File: config.mk
export PLATFORM = sky130hd
export DESIGN_NAME = uart_tx_fifo
export DESIGN_NICKNAME = d
export VERILOG_FILES = /design/src/rtl/uart_tx_fifo.sv
export SDC_FILE = /design/constraint.sdc
export NUM_CORES = 1
export LEC_CHECK = 0
export ABC_AREA = 1
export CORE_MARGIN = 2
export CORE_UTILIZATION = 56
export DETAILED_ROUTE_END_ITERATION = 8
export HOLD_SLACK_MARGIN = 0.03
export PLACE_DENSITY = 0.82
export SYNTH_ARGS = -nofsm -noshare
export SYNTH_HDL_FRONTEND = slang
export SYNTH_SLANG_ARGS = --single-unit
File: constraint.sdc
create_clock -name sysClk_i -period 2.6 [get_ports sysClk_i]
set_input_delay 0.39 -clock sysClk_i [delete_from_list [all_inputs] [get_ports sysClk_i]]
set_output_delay 0.39 -clock sysClk_i [all_outputs]
set_load 0.1 [all_outputs]
File: src/rtl/uart_tx_fifo.sv
// uart_tx_fifo: byte FIFO whose feeder FSM loads the UART transmitter one byte per txEmpty handshake.
// Define UART_TX_FIFO_STATS_EN to build the txByteCount strobe counter (tied to zero otherwise).
module uart_tx_fifo #(
    parameter int DEPTH_LOG2  = 4,
    parameter int ACK_TIMEOUT = 15
) (
    input  logic                  sysClk_i,
    input  logic                  rst_i,
    input  logic [7:0]            wrData_i,
    input  logic                  wrEn_i,
    input  logic                  clrOverflow_i,
    output logic                  full_o,
    output logic                  empty_o,
    output logic [DEPTH_LOG2:0]   count_o,
    output logic                  overflow_o,
    input  logic                  txEmpty_i,
    output logic [7:0]            dataout_o,
    output logic                  txWrite_o,
    output logic [15:0]           txByteCount_o
);
    localparam int CW = DEPTH_LOG2 + 1;
    localparam int TW = $clog2(ACK_TIMEOUT + 1);
    localparam logic [TW-1:0] TMR_LAST = TW'(ACK_TIMEOUT - 1);
    localparam logic [CW-1:0] FULL_CNT = CW'(1 << DEPTH_LOG2);
    localparam logic [1:0] IDLE = 2'd0, WRITE = 2'd1, WAIT_ACK = 2'd2;

    logic [7:0] mem_q [1 << DEPTH_LOG2];
    logic [DEPTH_LOG2-1:0] wr_ptr_q, rd_ptr_q;
    logic [CW-1:0] count_q, count_d;
    logic [TW-1:0] tmr_q, tmr_d;
    logic [1:0] state_q, state_d;
    logic [7:0] dataout_q;
    logic full_q, empty_q, overflow_q, tx_write_q;
    logic push, pop;

    always_comb begin
        push    = wrEn_i && !full_q;
        pop     = (state_q == IDLE) && !empty_q && txEmpty_i;
        count_d = count_q + CW'(push) - CW'(pop);
        state_d = (state_q == IDLE) ? (pop ? WRITE : IDLE) :
                  (state_q == WRITE) ? WAIT_ACK :
                  (!txEmpty_i || tmr_q == TMR_LAST) ? IDLE : WAIT_ACK;
        tmr_d   = (state_q == WRITE) ? '0 :
                  (state_q == WAIT_ACK && state_d == WAIT_ACK) ? tmr_q + 1'b1 : tmr_q;
    end

    // Storage needs no reset: occupancy lives entirely in the pointers and count.
    always_ff @(posedge sysClk_i) begin
        if (push) mem_q[wr_ptr_q] <= wrData_i;
    end

    always_ff @(posedge sysClk_i or posedge rst_i) begin
        if (rst_i) begin
            wr_ptr_q   <= '0;
            rd_ptr_q   <= '0;
            count_q    <= '0;
            full_q     <= 1'b0;
            empty_q    <= 1'b1;
            overflow_q <= 1'b0;
            tx_write_q <= 1'b0;
            dataout_q  <= 8'h00;
            state_q    <= IDLE;
            tmr_q      <= '0;
        end else begin
            if (push) wr_ptr_q <= wr_ptr_q + 1'b1;
            if (pop) rd_ptr_q <= rd_ptr_q + 1'b1;
            if (pop) dataout_q <= mem_q[rd_ptr_q];
            count_q    <= count_d;
            full_q     <= count_d == FULL_CNT;
            empty_q    <= count_d == '0;
            overflow_q <= (wrEn_i && full_q) || (overflow_q && !clrOverflow_i);
            tx_write_q <= pop;
            state_q    <= state_d;
            tmr_q      <= tmr_d;
        end
    end

`ifdef UART_TX_FIFO_STATS_EN
    logic [15:0] byte_cnt_q;
    always_ff @(posedge sysClk_i or posedge rst_i) begin
        if (rst_i) byte_cnt_q <= 16'h0000;
        else byte_cnt_q <= byte_cnt_q + 16'(pop);
    end
    assign txByteCount_o = byte_cnt_q;
`else
    assign txByteCount_o = 16'h0000;
`endif

    assign full_o     = full_q;
    assign empty_o    = empty_q;
    assign count_o    = count_q;
    assign overflow_o = overflow_q;
    assign dataout_o  = dataout_q;
    assign txWrite_o  = tx_write_q;
endmodule

==> run metrics <==
CP Capture Type register; H-tree levels 4; Vias per Instance 5.70; FILL cells 794; Fmax 0.414 GHz; clk buf depth 2; CP Data Arrival Time approximately 2.8 ns; DRC 0; post-synthesis simple-gate area fraction about a fifth; layout cells sized above 1 approximately 13%; Final Hold Fails 0; r2r setup slk 0.18 ns; ant diodes 0; syn_area_per_cell 11.1 µm²; Worst R2R Path Depth 12; post-synth cell types 24; placed cell area 0.00718 mm²; crit path kind reg -> reg; max incr delay on CP just over 0.6 ns; Initial Utilization a little under three fifths; Synth Instances ~610; largest family of logic cells by synthesized area simple AND/OR/NAND/NOR gates; Final min period 2.42 ns; Core Box Area 0.0119 mm²; vias in the first global route approximately 4600; sequential area share after synthesis roughly two thirds; Die Wd around 110 µm; Max Cap Violations 0; final instance area just under 0.008 mm²; largest net degree at the start of global routing 67; Antenna Nets Post-Route 0; Clock Latency Late Sink around 0.43 ns; Worst-path clk slew roughly 0.060 ns; clock skew between 0.009 and 0.01 ns; compound-cell area share of the yosys netlist less than 1%; Worst VDD drop about 0.0008 V; Leak around 0.0032 µW; Non-Filler Instances around 800; routed vias 4653; area growth from synthesis to layout 14.9%; IO Count between 40 and 50; clk root buf clkbuf_16; mux cell area share after synthesis 0%; die area ~0.013 mm²; FF-to-FF End full_o; worst-path cell chain nor2_1 -> nand3_1 -> inv_2 -> ha_1 -> inv_1 -> ha_2 -> inv_1 -> fa_2 -> inv_1 -> nor3_2 -> nand2_1 -> nor2_1; initial antenna violation count 0; Post-Syn Area approximately 0.0068 mm²; power per cell area between 1000 and 1500 mW/mm²; post-DP HPWL about 9 mm; Startpoint Class register; wire length per cell 18.2 µm; final core utilization between 60% and 70%; Pwr Total 9980 µW; Yosys warning count 0; cts bufs inserted 17; port buffer count 29; final setup vio count 0; Final GP Congestion roughly 0.87; Worst Tran Pin Value just over 0.8 ns; 1st-iter DRT viols 455; first-pass GRT wire length roughly 23 mm; Critical R2R Launch empty_o; Pre-Repair DR Iteration Count 5; Total GRT Usage between 20% and 30%; Relative slew margins between 40% and 50%; CTS tree yes; height of the die approximately 110 µm; Tightest Hold Check Type in -> async; CP Data Required Time slightly below 3 ns; post-synthesis adder-cell area fraction between 2 and 3%; most frequent cell on the critical path inv_1; clk sinks roughly 160; final critical-path share of the clock period between 90 and 100%; critical path's slowest cell dfstp_4; status completed; Post-Route WL 14.8 mm; #FFs+latches synth ~160; Post-Place Cells roughly 780; Post-layout nets about 700; xor and xnor area share after synthesis around 1.3%; fin. max-slew vios 0; Std-Cell Rows 40; total gr overflow 0; RSZ-0062 raised after global routing false; crit path max fanout 2
==> metrics by stage <==
step | setup slack [ns] | hold slack, ns | TNS [ns]
detailed placement | -0.0836 | 0.472 | -0.189
floorplan | 0.00261 | 0.489 | 0
global placement | 0.0437 | 0.472 | 0
CTS | 0.123 | 0.432 | 0
global route | 0.0157 | 0.483 | 0
finish | 0.183 | 0.419 | 0
==> worst max-delay path, delay by kind of cell (launching register included) <==
family                     cells  cell delay (ns)
buffers and inverters          4             0.25
adders and majority gates      3             0.96
and+or+nand+nor                5             0.52
DFF                            1             0.61
==> worst max path at each step <==
stage             from      end  slack [ns]
2_1_floorplan  empty_o  empty_o       0.003
3_3_place_gp    wrEn_i  empty_o        0.04
3_5_place_dp    wrEn_i  empty_o       -0.08
4_1_cts        empty_o  empty_o        0.12
5_1_grt        empty_o  empty_o        0.02
6_report       empty_o   full_o        0.18
==> flip-flops by register name (all words and copies together) (netlist names) <==
| name | count |
|---|---|
| full_o | 1 |
| wr_ptr_q | 4 |
| tmr_q | 4 |
| mem_q | 128 |
| state_q | 2 |
| txWrite_o | 1 |
| dataout_o | 8 |
| count_o | 5 |
| rd_ptr_q | 4 |
| overflow_o | 1 |
| empty_o | 1 |
==> layout make-up <==
type	instances	area, µm²	area share, %
Sequential cell	159	4630	59.5
Multi-Input combinational cell	392	1810	23.2
Timing Repair Buffer	56	463	5.95
Clock buffer	17	425	5.47
Tap cell	147	184	2.37
Clock inverter	15	158	2.03
Inverter	30	113	1.45
==> cells in the final DEF, fill, tap and decap left out <==
cell and count:
a21oi_1 6, buf_12 1, buf_4 43, bufinv_16 2, clkbuf_16 17, clkdlybuf4s50_1 12, clkinv_1 3, clkinv_2 3
clkinvlp_4 2, conb_1 16, dfrtp_1 28, dfrtp_2 2, dfstp_4 1, edfxtp_1 128, fa_2 1, ha_1 11
ha_2 1, inv_1 26, inv_2 2, inv_6 6, inv_8 1, nand2_1 212, nand3_1 100, nand4_1 2
nor2_1 23, nor2_2 1, nor3_1 1, nor3_2 1, o21ai_0 5, o21ai_1 1, o22ai_1 1, xnor2_1 1
xor2_1 9
==> timing repair <==
action / 4_1_cts / 5_1_grt
buffers inserted: 0 / 0
endpoints found under the setup margin: 0 / 2
hold endpoints to repair: 0 / 0
hold buffers: 0 / 0
resized for setup: 0 / 4
==> power by group <==
part	switching [µW]	leakage [µW]	internal [µW]	total (µW)
sequential	215	0.00154	3190	3400
combinational	3070	0.00138	1060	4130
clock	1020	0.000285	1430	2450
total	4300	0.00320	5680	9980
==> layer usage <==
layer / share of wire (%) / routed length, µm / GRT usage [%]
met4: 4.0 / 591 / 12.3
met5: 0 / 0 / 0
met3: 7.6 / 1130 / 5.69
met1: 37 / 5470 / 28.7
met2: 51 / 7640 / 40.6
==> logic make-up after synthesis <==
| logic type | after synthesis |
|---|---|
| other | 1 |
| AOI/OAI and AO/OA | 13 |
| DFF | 159 |
| buffers and inverters | 73 |
| adders and majority gates | 13 |
| and+or+nand+nor | 340 |
| xor gates and xnor gates | 10 |
==> synth_stat cells <==
library cell  number  area share, %
nor2_2             1          0.092
dfrtp_1           30             11
nor3_1             2           0.15
clkinv_1           2           0.11
conb_1             1          0.055
buf_4             18            2.0
edfxtp_1         128             57
nor2_1            23            1.3
buf_2             18            1.3
o21ai_0            6           0.44
a21oi_1            6           0.44
fa_1               1           0.30
ha_1              12            2.2
inv_1             27            1.5
nand4_1            2           0.18
clkbuf_1           1          0.055
xnor2_1            1           0.13
nand2_1          212             12
dfstp_2            1           0.39
buf_6              6            1.0
nand3_1          100            7.4
o22ai_1            1          0.092
inv_2              1          0.055
xor2_1             9            1.2
(Power assumes the default switching activity.)
